**src/rtl/adc_spi_responder.sv**
```systemverilog
// SPI responder model of a register-programmed ADC: lock/unlock, 32x8 register file,
// one-frame response latency and a free-running data-ready generator.
module adc_spi_responder #(
  parameter int unsigned WORD_BITS       = 16,
  parameter int unsigned WORDS_PER_FRAME = 2,
  parameter int unsigned DRDY_PERIOD     = 1000
) (
  input  logic                 system_clock,
  input  logic                 reset,
  input  logic                 SPI_SCLK,
  input  logic                 SPI_CS,
  input  logic                 SPI_MOSI,
  output logic                 SPI_MISO,
  input  logic                 SPI_RESET,
  output logic                 DRDY_n,
  output logic                 cmd_valid,
  output logic [WORD_BITS-1:0] cmd_word,
  output logic                 frame_error,
  output logic                 unlocked
);

  localparam int unsigned FRAME_BITS = WORD_BITS * WORDS_PER_FRAME;
  localparam int unsigned CNT_W      = $clog2(FRAME_BITS + 1);
  localparam int unsigned DRDY_W     = (DRDY_PERIOD > 1) ? $clog2(DRDY_PERIOD) : 1;

  // Synchronizers are deliberately unreset so a device reset cannot fake a CS edge.
  logic [1:0] sclk_sync, cs_sync, mosi_sync, rst_sync;
  logic       sclk_prev, cs_prev;

  always_ff @(posedge system_clock) begin
    sclk_sync <= {sclk_sync[0], SPI_SCLK};
    cs_sync   <= {cs_sync[0], SPI_CS};
    mosi_sync <= {mosi_sync[0], SPI_MOSI};
    rst_sync  <= {rst_sync[0], SPI_RESET};
    sclk_prev <= sclk_sync[1];
    cs_prev   <= cs_sync[1];
  end

  logic sclk_s, cs_s, mosi_s, dev_rst;
  logic in_frame_q;
  logic sclk_rise, sclk_fall, cs_fall, cs_rise;

  assign sclk_s    = sclk_sync[1];
  assign cs_s      = cs_sync[1];
  assign mosi_s    = mosi_sync[1];
  assign dev_rst   = reset | ~rst_sync[1];
  assign cs_fall   = ~cs_s & cs_prev;
  assign cs_rise   = cs_s & ~cs_prev;
  assign sclk_rise = sclk_s & ~sclk_prev & ~cs_s & in_frame_q;
  assign sclk_fall = ~sclk_s & sclk_prev & ~cs_s & in_frame_q;

  logic [CNT_W-1:0]      bit_cnt_q;
  logic [WORD_BITS-2:0]  rx_q;
  logic [WORD_BITS-1:0]  cmd_q, resp_q;
  logic [FRAME_BITS-1:0] tx_q, tx_load;
  logic [15:0]           data_q;
  logic [7:0]            regs_q [32];
  logic                  miso_q, cmd_valid_q, frame_error_q, unlocked_q;
  logic [WORD_BITS-1:0]  cmd_word_q;
  logic                  frame_full, frame_sat;

  assign frame_full = (bit_cnt_q == CNT_W'(FRAME_BITS));
  assign frame_sat  = (bit_cnt_q >= CNT_W'(FRAME_BITS));
  assign tx_load    = FRAME_BITS'({resp_q, data_q}) << (FRAME_BITS - WORD_BITS - 16);

  // Command decode, evaluated against the command captured in the frame now ending.
  logic [4:0]           addr;
  logic [7:0]           wdata, rd_data;
  logic [WORD_BITS-1:0] resp_exec;
  logic                 unlock_next, wr_en;

  assign addr    = cmd_q[12:8];
  assign wdata   = cmd_q[7:0];
  assign rd_data = (addr == 5'd0) ? 8'h04 : regs_q[addr];

  always_comb begin
    resp_exec   = WORD_BITS'(16'h2201);
    unlock_next = unlocked_q;
    wr_en       = 1'b0;
    if (cmd_q == WORD_BITS'(16'h0000)) begin
      resp_exec = WORD_BITS'(16'h2200);
    end else if (cmd_q == WORD_BITS'(16'h0655)) begin
      unlock_next = 1'b1;
      resp_exec   = WORD_BITS'(16'h0655);
    end else if (cmd_q == WORD_BITS'(16'h0555)) begin
      unlock_next = 1'b0;
      resp_exec   = WORD_BITS'(16'h0555);
    end else if (cmd_q[15:13] == 3'b001) begin
      resp_exec = WORD_BITS'({3'b001, addr, rd_data});
    end else if (cmd_q[15:13] == 3'b010 && unlocked_q && addr != 5'd0) begin
      wr_en     = 1'b1;
      resp_exec = WORD_BITS'({3'b010, addr, wdata});
    end
  end

  always_ff @(posedge system_clock) begin
    if (dev_rst) begin
      in_frame_q    <= 1'b0;
      bit_cnt_q     <= '0;
      rx_q          <= '0;
      cmd_q         <= '0;
      tx_q          <= '0;
      resp_q        <= WORD_BITS'(16'hFF04);
      miso_q        <= 1'b0;
      cmd_valid_q   <= 1'b0;
      frame_error_q <= 1'b0;
      cmd_word_q    <= '0;
      unlocked_q    <= 1'b0;
      for (int i = 0; i < 32; i++) regs_q[i] <= 8'h00;
    end else begin
      cmd_valid_q   <= 1'b0;
      frame_error_q <= 1'b0;
      if (cs_fall) begin
        in_frame_q <= 1'b1;
        bit_cnt_q  <= '0;
        tx_q       <= tx_load;
      end else if (cs_rise) begin
        in_frame_q <= 1'b0;
        if (in_frame_q && frame_full) begin
          cmd_valid_q <= 1'b1;
          cmd_word_q  <= cmd_q;
          resp_q      <= resp_exec;
          unlocked_q  <= unlock_next;
          if (wr_en) regs_q[addr] <= wdata;
        end else if (in_frame_q && bit_cnt_q != '0) begin
          frame_error_q <= 1'b1;
        end
      end
      if (cs_s) begin
        miso_q <= 1'b0;
      end else if (sclk_rise && !frame_sat) begin
        miso_q <= tx_q[FRAME_BITS-1];
        tx_q   <= tx_q << 1;
      end
      if (sclk_fall && !frame_sat) begin
        rx_q      <= {rx_q[WORD_BITS-3:0], mosi_s};
        bit_cnt_q <= bit_cnt_q + 1'b1;
        if (bit_cnt_q == CNT_W'(WORD_BITS - 1)) cmd_q <= {rx_q, mosi_s};
      end
    end
  end

  logic [DRDY_W-1:0] drdy_cnt_q;
  logic              drdy_n_q;

  always_ff @(posedge system_clock) begin
    if (dev_rst) begin
      drdy_cnt_q <= '0;
      drdy_n_q   <= 1'b1;
      data_q     <= '0;
    end else if (!unlocked_q) begin
      drdy_cnt_q <= '0;
      drdy_n_q   <= 1'b1;
    end else begin
      if (cs_fall) drdy_n_q <= 1'b1;
      if (drdy_cnt_q == DRDY_W'(DRDY_PERIOD - 1)) begin
        drdy_cnt_q <= '0;
        drdy_n_q   <= 1'b0;
        data_q     <= data_q + 16'd1;
      end else begin
        drdy_cnt_q <= drdy_cnt_q + 1'b1;
      end
    end
  end

  assign SPI_MISO    = miso_q;
  assign DRDY_n      = drdy_n_q;
  assign cmd_valid   = cmd_valid_q;
  assign cmd_word    = cmd_word_q;
  assign frame_error = frame_error_q;
  assign unlocked    = unlocked_q;

endmodule

```
**config.mk**
```make
export PLATFORM = sky130hd
export DESIGN_NAME = adc_spi_responder
export DESIGN_NICKNAME = d
export VERILOG_FILES = /design/src/rtl/adc_spi_responder.sv
export SDC_FILE = /design/constraint.sdc
export NUM_CORES = 1
export LEC_CHECK = 0
export ABC_AREA = 1
export BUFFER_PORTS_ARGS = -buffer_cell sky130_fd_sc_hd__buf_4
export CORE_UTILIZATION = 32
export CTS_CLUSTER_DIAMETER = 30
export DETAILED_ROUTE_END_ITERATION = 8
export PLACE_DENSITY = 0.43
export REMOVE_ABC_BUFFERS = 1
export SLEW_MARGIN = 10
export SYNTH_ARGS = -nofsm -noshare
export SYNTH_HDL_FRONTEND = slang
export SYNTH_SLANG_ARGS = --single-unit
```
**constraint.sdc**
```tcl
create_clock -name system_clock -period 3.3 [get_ports system_clock]
set_clock_uncertainty 0.2 [all_clocks]
set_input_delay 0.66 -clock system_clock [delete_from_list [all_inputs] [get_ports system_clock]]
set_output_delay 0.66 -clock system_clock [all_outputs]
set_load 0.01 [all_outputs]
```
Yosys cells after proc, flatten, opt, wreduce, memory -nomap -nowiden. Memories as Yosys holds them, arrays and structs flattened. A register that Yosys moved wholly into a read port is not among the register bits. Index checks and enable logic that the tools add are counted.

Order comparisons: 1. Add/sub/neg operators: 3. Multiplexer cells: 37. Equal/unequal tests: 7. Reduce and logical (&&, ||, !) cells: 25. Bitwise logic cells: 18.

Operator list (number): $mux 32 (3); $mux 15 (5); $eq 16x11->1 const B (2); $mux 1 (22); $add 16x1->16 const B (1); $logic_not 16->1 (1); $mux 8 (2); $mux 5 (3); $mux 6 (2); $add 10x1->10 const B (1); $eq 10x10->1 const B (1); $not 1->1 (9); $and 1x1->1 (8); $reduce_bool 2->1 (4); $reduce_or 8->1 (1); $add 6x1->6 const B (1); $eq 6x4->1 const B (1); $eq 6x6->1 const B (1); $ge 6x6->1 const B (1); $logic_and 1x1->1 (6); $reduce_bool 6->1 (1); $reduce_or 3->1 (2); $logic_not 5->1 (1); $reduce_and 5->1 (1); 9 further kinds (11).

Register bits after elaboration: 143. Memory bits (writable): 256. Memories kept: 1. Input port bits: 6. Output and inout port bits: 21. Logic and storage cells: 112.

Memories: regs_q (words 32, bits a word 8, read ports 1, clocked after Yosys merged registers in 1, write ports 32, RTL line 57) `logic [7:0] regs_q [32];`.

Longest topological paths before layout.
Depth in word-level cells: 16. Depth in mapped cells: 15. Gate-level depth less buffers: 13.

Worst setup path before layout. No wires, ideal clock.

Path kind: register -> register. Start: register bit_cnt_q[0]. End: memory regs_q[10][0], enable pin. Buffers on the path: 1. Required time: 2771 ps. Cell stages (with the launch flop): 12. Clock period less this slack: 2663 ps. Arrival time: 2134 ps. Setup time: 329 ps. Slack: 637 ps. Path through: dfxtp_1 inv_1 ha_1 nand2_1 nor2_1 nand3_1 a21oi_4 nand3_4 nor3_4 buf_12 nand3_4 nand2_1.

RTL lines: from (decl) (RTL line 52) `logic [CNT_W-1:0] bit_cnt_q;`; from (signal assigned) (RTL line 137) `bit_cnt_q <= bit_cnt_q + 1'b1;`; to (decl) (RTL line 57).

==> run metrics <==
Synth Area in Compound Gates=0.0943; Final ANT Viol Nets=0; # H-tree levels=3; Max Root-Sink Buffers=3; via-per-instance ratio=4.89; Psw=3.34 mW; placed wire-length estimate=32600 µm; 1st-pass router iterations=5; total gr overflow=0; R2R Path Start=bit_cnt_q[0]; RSZ-0062 raised after global routing=false; CTS root buffer=clkbuf_16; placed cell areas=0.0192 mm²; cell area after synthesis=0.0182 mm²; Final min period=3100 ps; layout cells sized above 1=0.205; post-synthesis sequential area ratio=0.587; First DRT Iteration DRCs=1049; Yosys reg bits=404; num ports=27; Nets=2003; Reg-to-Reg End=regs_q[16][3]; hold depth=0; Post-route DRC=0; Initial Util=0.326; CP Data Arrival Time=3190 ps; WL/cell=19.3 µm; die area=0.0577 mm²; Peak VDD IR=0.652 mV; min-delay src=rst_sync[0]; crit path cell chain=inv_1 -> ha_1 -> nand2_1 -> nor2_1 -> nand3_1 -> a21oi_4 -> nand3_4 -> nor3_4 -> buf_12 -> nand3_4 -> nand2_1; Crit Path Class=reg2reg; crit start category=flop; Worst Reg-to-Reg Cells=11; Post CTS Setup Buffer Count=0; Final period util=0.938; part of the power in registers=0.340; Slowest-stage cell, CP=buf_12; combinational share of power=0.014; CP max stage delay=400 ps; CTS tree=built; Tightest Pin Transition=949 ps; FFs w/ async S/R, synth=0; post-synthesis area per instance=9.43 µm²; register area=0.0107 mm²; Synth area leaders=edfxtp_1 (42%), dfxtp_1 (16%), nand2_1 (6.8%); CTS clock-pin slew for the worst setup and hold paths=40 ps; final setup vio count=0; routed vias=13800; Layout area overhead=26.5%; main combinational cell family by area after synthesis=simple AND/OR/NAND/NOR gates; Synth area leader=edfxtp_1; Top FF cell, synth=edfxtp_1; Fmax=0.323 GHz; Synth warnings=0; fillers=5422; Sink Count=404; Mapped Cells=1926; Yosys top cell area share=0.423; Hold Path Class=reg2reg; CTS Hold Buffers Added=4; IO buf count=26; run status=complete, no violations; Pwr Total=16.2 mW; post-synthesis xor/xnor area fraction=0.00193; Clk network pwr share=0.646; Setup Total Neg Slack=0 ps; Leak Pwr=8.22 nW; Core Region=0.0556 mm²; post-synthesis cell type count=40; Cell Int Power=12.9 mW; Final Max Tran Viols=0; Simple-Gate Fraction of Synth Area=0.262; Worst EP required=3390 ps; sw frac=0.206; Diodes inserted=0; die height=240 µm; drt total wl=54700 µm; initial antenna violation count=0; vias in the first global route=13900; # rows=86; global-route wire length before repair=83300 µm; die width=240 µm; final count of hold timing violations=0; max_cap viols=0; Slew HR=0.365; GRT Total Usage=0.195; worst reg2reg setup slack=200 ps; Worst-Skew Late Latency=640 ps; PwrDens=705 mW/mm²; Hold Path End=rst_sync[1]; Gates resized, CTS repair=0; largest net degree at the start of global routing=132; multi-input logic area=0.00662 mm²; gpl congestion=0.800; post-route design area=0.0230 mm²; adder-cell share of the synthesized area=0.00413; Critical Path Sink Type=flop; number of synthesized flops with an enable pin=256; post-synthesis mux area share=0; crit-path max FO=31; number of CTS-inserted buffers=103
placed cells by master, fill, tap and decap left out, types with 3 or more instances in the layout:
cell / netlist / final
o21ai_0: 142 / 142
o221ai_1: 6 / 6
clkbuf_8: 0 / 11
a311oi_1: 20 / 20
nor2_2: 128 / 128
clkinvlp_4: 0 / 9
a21oi_1: 82 / 82
bufinv_16: 0 / 18
clkinv_16: 0 / 3
ha_1: 6 / 5
conb_1: 1 / 8
a211oi_1: 9 / 9
o211ai_1: 30 / 30
clkbuf_1: 108 / 12
clkinv_1: 10 / 13
nor3b_1: 5 / 5
nor3_1: 27 / 27
inv_2: 6 / 12
dlygate4sd3_1: 0 / 4
buf_4: 0 / 63
nand3_1: 141 / 141
nand2_1: 330 / 330
inv_1: 95 / 95
buf_12: 3 / 7
clkbuf_16: 0 / 103
dfxtp_1: 148 / 146
nand3_4: 31 / 31
clkinv_2: 1 / 23
nor4_1: 7 / 7
nand4_1: 12 / 12
edfxtp_1: 256 / 256
nor2_4: 3 / 4
nor2_1: 294 / 293
power by group through the flow:
stage               logic [mW]  registers [mW]  clock network [mW]
floorplan                0.140            5.58                   0
global placement         0.221            5.59                   0
detailed placement       0.222            5.59                   0
CTS                      0.227            5.51                10.6
global route             0.247            5.51                10.9
finish                   0.224            5.51                10.5
logic make-up (layout without fill, tap and decap cells):
| group | after synthesis | count (layout) |
|---|---|---|
| buf+inv | 233 | 378 |
| simple gates | 981 | 981 |
| xor+xnor | 4 | 4 |
| other cells | 1 | 8 |
| fa+ha+maj | 6 | 6 |
| flops | 404 | 404 |
| compound gates | 297 | 297 |
critical path, delay by kind of cell (launching register included):
kind	cells	cell delay (ps)
compound gates	1	210
fa+ha+maj	1	160
buf+inv	2	500
flops	1	320
simple gates	7	1320
how the worst max path moves through the flow:
stage | startpoint | end
2_1_floorplan | reset | regs_q[10][0]
3_3_place_gp | bit_cnt_q[0] | regs_q[8][2]
3_5_place_dp | bit_cnt_q[0] | regs_q[16][3]
4_1_cts | bit_cnt_q[0] | regs_q[16][3]
5_1_grt | bit_cnt_q[0] | regs_q[27][6]
6_report | bit_cnt_q[0] | regs_q[16][3]
final cells by class:
class | count | share of cell area
tap | 748 | 0.0408
clock inverter | 66 | 0.0393
multi-input combinational | 1296 | 0.288
inverter | 112 | 0.0184
sequential | 404 | 0.464
clock buffer | 126 | 0.121
timing repair buffer | 74 | 0.0284
stage by stage:
step / setup WS, ps / std cells / hold WS, ps / utilization
final: 204 / 2826 / 122 / 0.413
after global routing: 11.2 / 2826 / 138 / 0.413
after CTS: 175 / 2826 / 123 / 0.413
after detailed placement: 212 / 2630 / 114 / 0.346
after global placement: 269 / 2630 / 111 / 0.346
after floorplan: -4510 / 1812 / 110 / -
Yosys cell counts (2+ instances only):
master and number:
buf_2 2, inv_1 95, nand3_4 31, buf_12 3
clkbuf_1 108, a221oi_1 2, nand3_1 141, buf_1 8
nand2_1 330, nand4_1 12, a311oi_1 20, inv_2 6
nor3b_1 5, nor2_4 3, ha_1 6, xor2_1 2
clkinv_1 10, dfxtp_1 148, a21oi_1 82, nor4_1 7
nor2_1 294, o21ai_0 142, o211ai_1 30, xnor2_1 2
nor2_2 128, nor3_1 27, a211oi_1 9, o221ai_1 6
edfxtp_1 256
flip-flops by register name (all words and copies together), names as in the netlist, 2 cells and up, named ones only:
| signal | count |
|---|---|
| drdy_cnt_q | 10 |
| cs_sync | 2 |
| sclk_sync | 2 |
| cmd_q | 16 |
| resp_q | 16 |
| cmd_word | 16 |
| tx_q | 32 |
| rst_sync | 2 |
| rx_q | 15 |
| bit_cnt_q | 6 |
| regs_q | 256 |
| mosi_sync | 2 |
| data_q | 16 |
routing by layer:
| layer | wire length (µm) | track usage | vias up | part of all wire |
|---|---|---|---|---|
| met5 | 0 | 0 | - | 0 |
| met2 | 25500 | 0.312 | 342 | 0.47 |
| met4 | 1460 | 0.0695 | 0 | 0.027 |
| met3 | 2540 | 0.0389 | 115 | 0.047 |
| met1 | 25200 | 0.260 | 6634 | 0.46 |
| li1 | - | - | 6722 | - |
No activity file was read; power rests on OpenSTA's default activity.
